File: src/rtl/spi_pkg.sv
// Shared types and helpers for the SPI requester arbiter.
package spi_pkg;

  typedef enum logic [1:0] {
    IDLE  = 2'd0,
    ISSUE = 2'd1,
    WAIT  = 2'd2,
    GAP   = 2'd3
  } arb_state_t;

  // Index width for n items, never narrower than one bit.
  function automatic int id_width(input int n);
    return ($clog2(n) < 1) ? 1 : $clog2(n);
  endfunction

endpackage

File: src/rtl/rr_arbiter.sv
// Combinational round-robin pick: search upward from last_grant+1, wrapping.
module rr_arbiter
  import spi_pkg::*;
#(
  parameter int NUM_REQ = 4,
  localparam int ID_W = id_width(NUM_REQ)
) (
  input  logic [NUM_REQ-1:0] req,
  input  logic [ID_W-1:0]    last_grant,
  output logic [ID_W-1:0]    winner,
  output logic               any
);

  logic [ID_W-1:0] idx;

  always_comb begin
    winner = '0;
    any    = 1'b0;
    idx    = last_grant;
    for (int unsigned i = 0; i < NUM_REQ; i++) begin
      if (idx == ID_W'(NUM_REQ - 1)) idx = '0;
      else                           idx = idx + 1'b1;
      if (!any && req[idx]) begin
        winner = idx;
        any    = 1'b1;
      end
    end
  end

endmodule

File: src/rtl/spi_arbiter.sv
// Shares one spi_master between NUM_REQ requesters: round-robin grant,
// single outstanding transfer, timeout error response, idle gap after each response.
module spi_arbiter
  import spi_pkg::*;
#(
  parameter int NUM_REQ     = 4,
  parameter int DATA_LENGTH = 8,
  parameter int GAP_CYCLES  = 2,
  parameter int TIMEOUT     = 1024,
  localparam int ID_W = id_width(NUM_REQ)
) (
  input  logic                           clk,
  input  logic                           rst,
  input  logic [NUM_REQ-1:0]             req_valid,
  input  logic [NUM_REQ*DATA_LENGTH-1:0] req_data,
  output logic [NUM_REQ-1:0]             req_ack,
  output logic                           resp_valid,
  output logic [ID_W-1:0]                resp_id,
  output logic [DATA_LENGTH-1:0]         resp_data,
  output logic                           resp_err,
  output logic                           m_start,
  output logic [DATA_LENGTH-1:0]         m_data_in,
  input  logic                           m_done,
  input  logic [DATA_LENGTH-1:0]         m_data_out,
  output logic [ID_W-1:0]                slave_sel,
  output logic                           arb_busy
);

  localparam int TW = $clog2(TIMEOUT) + 1;
  localparam int GW = id_width(GAP_CYCLES + 1);
  // With no gap configured the response edge returns straight to IDLE.
  localparam arb_state_t POST_RESP = (GAP_CYCLES == 0) ? IDLE : GAP;

  arb_state_t             state, state_nxt;
  logic [ID_W-1:0]        last_grant, winner;
  logic                   any;
  logic [TW-1:0]          timer;
  logic [GW-1:0]          gap_cnt;
  logic                   to_hit;
  logic [DATA_LENGTH-1:0] win_data;

  rr_arbiter #(.NUM_REQ(NUM_REQ)) u_rr (
    .req        (req_valid),
    .last_grant (last_grant),
    .winner     (winner),
    .any        (any)
  );

  assign to_hit = (timer == TW'(TIMEOUT - 1));

  always_comb begin
    win_data = '0;
    for (int unsigned i = 0; i < NUM_REQ; i++)
      if (winner == ID_W'(i)) win_data = req_data[i*DATA_LENGTH +: DATA_LENGTH];
  end

  always_comb begin
    state_nxt = state;
    case (state)
      IDLE:    if (any) state_nxt = ISSUE;
      ISSUE:   state_nxt = WAIT;
      WAIT:    if (m_done || to_hit) state_nxt = POST_RESP;
      GAP:     if (gap_cnt == GW'(1)) state_nxt = IDLE;
      default: state_nxt = IDLE;
    endcase
  end

  always_ff @(posedge clk or posedge rst) begin
    if (rst) begin
      state      <= IDLE;
      last_grant <= ID_W'(NUM_REQ - 1);
      timer      <= '0;
      gap_cnt    <= '0;
      req_ack    <= '0;
      resp_valid <= 1'b0;
      resp_id    <= '0;
      resp_data  <= '0;
      resp_err   <= 1'b0;
      m_start    <= 1'b0;
      m_data_in  <= '0;
      slave_sel  <= '0;
      arb_busy   <= 1'b0;
    end else begin
      state      <= state_nxt;
      arb_busy   <= (state_nxt != IDLE);
      req_ack    <= '0;
      m_start    <= 1'b0;
      resp_valid <= 1'b0;
      case (state)
        IDLE: begin
          if (any) begin
            m_start    <= 1'b1;
            m_data_in  <= win_data;
            req_ack    <= {{(NUM_REQ-1){1'b0}}, 1'b1} << winner;
            slave_sel  <= winner;
            last_grant <= winner;
          end
        end
        ISSUE: timer <= '0;
        WAIT: begin
          if (timer != '1) timer <= timer + 1'b1;
          // A done pulse on the timeout cycle still yields a normal response.
          if (m_done) begin
            resp_valid <= 1'b1;
            resp_data  <= m_data_out;
            resp_id    <= slave_sel;
            resp_err   <= 1'b0;
            gap_cnt    <= GW'(GAP_CYCLES);
          end else if (to_hit) begin
            resp_valid <= 1'b1;
            resp_data  <= '0;
            resp_id    <= slave_sel;
            resp_err   <= 1'b1;
            gap_cnt    <= GW'(GAP_CYCLES);
          end
        end
        GAP: gap_cnt <= gap_cnt - 1'b1;
        default: ;
      endcase
    end
  end

endmodule

File: config.mk
export PLATFORM = sky130hd
export DESIGN_NAME = spi_arbiter
export DESIGN_NICKNAME = d
export VERILOG_FILES = /design/src/rtl/spi_pkg.sv /design/src/rtl/rr_arbiter.sv /design/src/rtl/spi_arbiter.sv
export SDC_FILE = /design/constraint.sdc
export NUM_CORES = 1
export LEC_CHECK = 0
export ABC_AREA = 1
export CAP_MARGIN = 15
export CORE_MARGIN = 2
export CORE_UTILIZATION = 45
export DETAILED_ROUTE_END_ITERATION = 8
export HOLD_SLACK_MARGIN = 0.03
export PLACE_DENSITY = 0.77
export SYNTH_ARGS = -nofsm -noshare
export SYNTH_HDL_FRONTEND = slang
export SYNTH_SLANG_ARGS = --single-unit
File: constraint.sdc
create_clock -name clk -period 2.5 [get_ports clk]
set_input_delay 0.625 -clock clk [delete_from_list [all_inputs] [get_ports clk]]
set_output_delay 0.625 -clock clk [all_outputs]
set_load 0.1 [all_outputs]
* Word level (Yosys, flattened, before mapping)
Cells that the tools add are included.
Storage, ports and cells: input bits 47, output and inout port bits 28, bits in registers 45, word-level logic and storage cells 102
Operators by class: magnitude comparators 4, reduce and logical (&&, ||, !) cells 17, add/sub/neg operators 6, shift-type cells 1, multiplexer cells 46, equal/unequal tests 15
Operators by type and width (number):
- 2-to-1 mux 8 bit | 6
- 2-to-1 mux 2 bit | 15
- one-hot mux 11 bit (2 select lines) | 1
- == test 2 bit (second input constant) | 8
- 2-to-1 mux 1 bit | 15
- < comparator 2 x 3 -> 1 bit (second input constant) | 4
- adder 11 x 1 -> 11 bit (second input constant) | 1
- == test 11 x 10 -> 1 bit (second input constant) | 1
- 2-to-1 mux 11 bit | 1
- != test 11 bit (second input constant) | 1
- adder 2 x 1 -> 2 bit (second input constant) | 4
- binary-select mux 1 bit (select 2 bit) | 4
- 2-to-1 mux 4 bit | 2
- one-hot mux 2 bit (4 select lines) | 1
- AND reduction 2 bit | 4
- nonzero test 2 bit | 4
- == test 2 x 1 -> 1 bit (second input constant) | 3
- zero test 2 bit | 2
- one-hot mux 2 bit (2 select lines) | 1
- left shift 1 x 2 -> 4 bit (first input constant) | 1
- logical AND 1 bit | 3
- zero test 1 bit | 3
- != test 3 bit (second input constant) | 1
- != test 2 bit (second input constant) | 1
- 2 further kinds | 2

* Longest topological paths before layout
word-level depth 19, depth in mapped cells 16, gate-level depth less buffers 15

* By module
A second synthesis with hierarchy kept.
Unflattened totals: cells, all modules 345, area, all modules 2622.5 sq um
By module, submodules not included:
- spi_arbiter | seq. area each 1128.6 sq um, area each 2269.7 sq um, cells an instance 273, times used 1
- rr_arbiter | seq. area each 0.0 sq um, area each 352.8 sq um, cells an instance 72, times used 1

* Least setup slack after synthesis
Ideal clock, no wire load.
path kind reg2reg, start point register last_grant[0], end point register m_data_in[0], data required time 2.380 ns, stages on the path, launching flop included 16, setup time 0.120 ns, buffers on the path 0, setup slack 0.447 ns, arrival 1.933 ns, clock period less this slack 2.053 ns, cells stage by stage dfstp_2 -> ha_1 -> inv_2 -> o21ai_2 -> nand2_2 -> nand2_1 -> nand2_2 -> nand3_1 -> nor2_1 -> nor2_4 -> nand2_4 -> nand2_4 -> o21ai_0 -> inv_1 -> nand2_1 -> nand2_1
Between the ends: word-level cells in the longest chain between the ends 19, elaborated cells between the ends (all ways) 43, those cells by class add/sub: 4; eq/ne: 7; mux: 24; reduce/logical: 8
RTL lines:
- start, declared | RTL line spi_arbiter.sv:35 | logic [ID_W-1:0] last_grant, winner;
- start signal, assigned | RTL line spi_arbiter.sv:71 | last_grant <= ID_W'(NUM_REQ - 1);
- start signal, assigned | RTL line spi_arbiter.sv:96 | last_grant <= winner;
- adder 2 x 1 -> 2 bit / == test 2 bit (equally long branches) | RTL line rr_arbiter.sv:22, rr_arbiter.sv:21
- 2-to-1 mux 2 bit (*) | RTL line rr_arbiter.sv:21 | if (idx == ID_W'(NUM_REQ - 1)) idx = '0;
- parallel branches: the longest is 17 deep, another holds adder 2 x 1 -> 2 bit
- end signal, assigned | RTL line spi_arbiter.sv:93 | m_data_in <= win_data;
- end, declared | RTL line spi_arbiter.sv:22 | output logic [DATA_LENGTH-1:0] m_data_in,
Every way passes the cells marked *. The select of a mux whose other input is x is not followed. A chain may end at the register's enable or synchronous reset.

* Worst setup path after layout
start point register last_grant[0], end point register m_data_in[5]
The elaborated chain is that of the path after synthesis.

==> out/metrics.yaml <==
status:
  status: "finished clean"
run:
  cap_violations: 0
logic_synthesis:
  synth.avg_cell_area_um2: 7.96
  synth_cells: 309
  ys_seq_elements: 45
  synth.area.top_cells: "dfrtp_1 44%, nand2_1 13%, inv_1 5.2%, nand3_1 4.9%, o21ai_0 4.9%"
  syn_area_mm2: 0.00246
  synthDistinctLibCells: 37
  synth_largest_area_cell: "dfrtp_1"
  yosysSeqAreaShare_pct: 45.9
  yosysTopAreaCellShare_pct: 43.8
  syn_nets: 359
  yosys_warnings: 0
cells_and_area:
  fillers: 471
  diodes: 0
  layout.nets: 447
  final_layout_size_suffix_gt1_share_pct: 20.6
  multi_input_area_mm2: 0.00113
  layout_commonest_cell: "nand2_1"
  fin_util_pct: 64.6
  layout.cells.most_common_list: "85 x nand2_1, 46 x clkdlybuf4s50_1, 43 x dfrtp_1"
  syn_to_final_growth_pct: 36.8
  seq_area_mm2: 0.00113
floorplanning:
  die_area_mm2: 0.00607
  floorplan.core_area_mm2: 0.00520
  start_util_pct: 47.2
  fp.dieH_um: 77.9
  rows: 26
  io_pins: 75
  fp.dieW_um: 77.9
drt:
  num_vias: 2338
  drc: 0
  firstDrtPassIters: 4
  drtIter0Drc: 140
  postRouteAntennaNets: 0
  viasPerCell: 5.00
  wl_um: 5920
  wl_per_cell_um: 12.6
worst_setup_path:
  worstSetupStartpoint: "last_grant[0]$_DFFE_PP1P_"
  critical_path_class: "reg2reg"
  r2r_end: "m_data_in[5]$_DFFE_PP0P_"
  end_kind: "flip-flop"
  worstPathArrival_ps: 2560
  critPathLaunchType: "flip-flop"
  slowest_stage: "dfstp_2"
  reg2reg_slack_ps: 180
  required_ps: 2750
  crit_family: "simple AND/OR/NAND/NOR gates"
  cp_num_buf_inv: 1
  slowest_delay_ps: 550
  r2r_cells: 14
  reg2reg_from: "last_grant[0]$_DFFE_PP1P_"
  crit_top_cell: "nand2_1"
  path_cells: "ha_1, inv_2, o21ai_2, nand2_2, nand2_1, nand2_1, nor2_1, nand2_1, nand3_4, nor2_2, nand2_1, nand4_1, nand2_1, nand2_1"
  crit_path_max_fanout: 15
sta:
  hold_violations: 0
  finClkSkew_ps: 7.06
  period_needed_ps: 2320
  finalMaxSlewViolations: 0
  period_share_pct: 92.7
  tightest_slew_ps: 636
  timing.fmax_ghz: 0.432
  finalSetupTns_ps: 0
  rsz0062_at_grt: "yes"
  fin_ws_ps: 183
  setup_viol: 0
  hold_ws_ps: 481
  slew_headroom_pct: 57.4
global_routing:
  gr-total-overflow: 0
  antenna_found_initial: 0
  grt_usage_pct: 20.6
  grt_pass1_wl_um: 9930
  grt_pass1_vias: 2257
  grt_start_max_net_pins: 20
clock_network:
  cts_max_level: 2
  clk_pin_slew_worst_paths_ps: 90
  cts_tree: "built"
  clock_latency_ps: 310
  cts_max_path_buffers: 2
  cts_made_buffers: 5
  cts_sinks: 45
  hold_buffers: 0
  cts_root_buf: "clkbuf_8"
placed_design:
  dp.final_hpwl_um: 4570
  portBuffers: 74
  finalWeightedCongestion: 0.936
  place_ws_ps: -87.4
hold_path:
  min_to: "last_grant[1]$_DFFE_PP1P_"
  hold_path.startpoint: "last_grant[1]$_DFFE_PP1P_"
  hold_class: "reg2reg"
  whs_path_depth: 2
through the flow:
stage / cells / area (um2)
after global placement: 457 / 3240
final: 468 / 3360
after detailed placement: 457 / 3240
after CTS: 465 / 3330
after global routing: 468 / 3360
after floorplan: 309 / 2460
flip-flops by register name, summed over array words and instances, names as in the netlist:
register    flops
resp_valid      1
arb_busy        1
m_start         1
resp_err        1
slave_sel       2
m_data_in       8
resp_id         2
gap_cnt         2
req_ack         4
last_grant      2
state           2
resp_data       8
timer          11
cells in the mapped netlist:
cell type and n:
a22o_1 8, nand3_4 1, nor3_2 1, xor2_1 1
inv_2 6, o211a_1 1, inv_1 34, o21ai_2 3
o31ai_1 1, nor2_4 2, nor3_1 3, nand2_4 2
inv_6 1, a21oi_1 4, or2_1 1, buf_6 3
o21a_1 1, dfrtp_1 43, o21ai_0 24, nand3_1 24
nor2_2 3, or2_2 2, nand2_2 8, o21bai_1 1
buf_2 1, a21oi_2 1, o22ai_1 2, nand3_2 1
nand4_1 8, nand2_1 85, o21ai_1 4, buf_4 1
o32ai_1 1, ha_1 3, nor2_1 21, a31oi_1 1
dfstp_2 2
logic make-up after synthesis:
group,count (synthesis),share of synthesized area (%)
flip-flops,45,45.9
adder cells (fa/ha/maj),3,1.53
AO/OA/AOI/OAI,52,13.2
AND/OR/NAND/NOR,162,30.6
XOR/XNOR,1,0.356
buffers and inverters,46,8.35
timing repair:
item,4_1_cts,5_1_grt
setup endpoints to repair,0,6
buffers inserted,0,3
resized for setup,0,1
cell type report:
type                            instances  area share [%]
Multi-Input combinational cell        218            33.7
Sequential cell                        45            33.6
Tap cell                               70            2.60
Clock buffer                            5            2.05
Inverter                               41            4.72
Clock inverter                          3           0.744
Timing Repair Buffer                   86            22.6
tightest hold or removal path, cell delays in order, from the launching register on:
cell and delay, ps:
dfstp_2 380, nand2_1 60, nand2_1 50
per-layer routing:
metal / routed length (um) / up-vias / global-route usage [%]
met5: 0 / - / 0
met2: 2870 / 80 / 35.4
met1: 2570 / 1069 / 25.3
met3: 409 / 6 / 5.23
li1: - / 1183 / -
met4: 62 / 0 / 6.67
worst max-delay path by stage:
| stage | endpoint | slack, ps | cells after the start |
|---|---|---|---|
| 6_report | m_data_in[5]$_DFFE_PP0P_ | 180 | 14 |
| 5_1_grt | m_data_in[5]$_DFFE_PP0P_ | -20 | 14 |
| 4_1_cts | m_data_in[3]$_DFFE_PP0P_ | 140 | 15 |
| 3_5_place_dp | m_data_in[5]$_DFFE_PP0P_ | -90 | 15 |
| 3_3_place_gp | m_data_in[3]$_DFFE_PP0P_ | -30 | 15 |
| 2_1_floorplan | m_data_in[0]$_DFFE_PP0P_ | 450 | 15 |
Power is left out: the tool's default activity adds up to more than one toggle a clock period on the data nets, which glitch-free logic cannot reach.
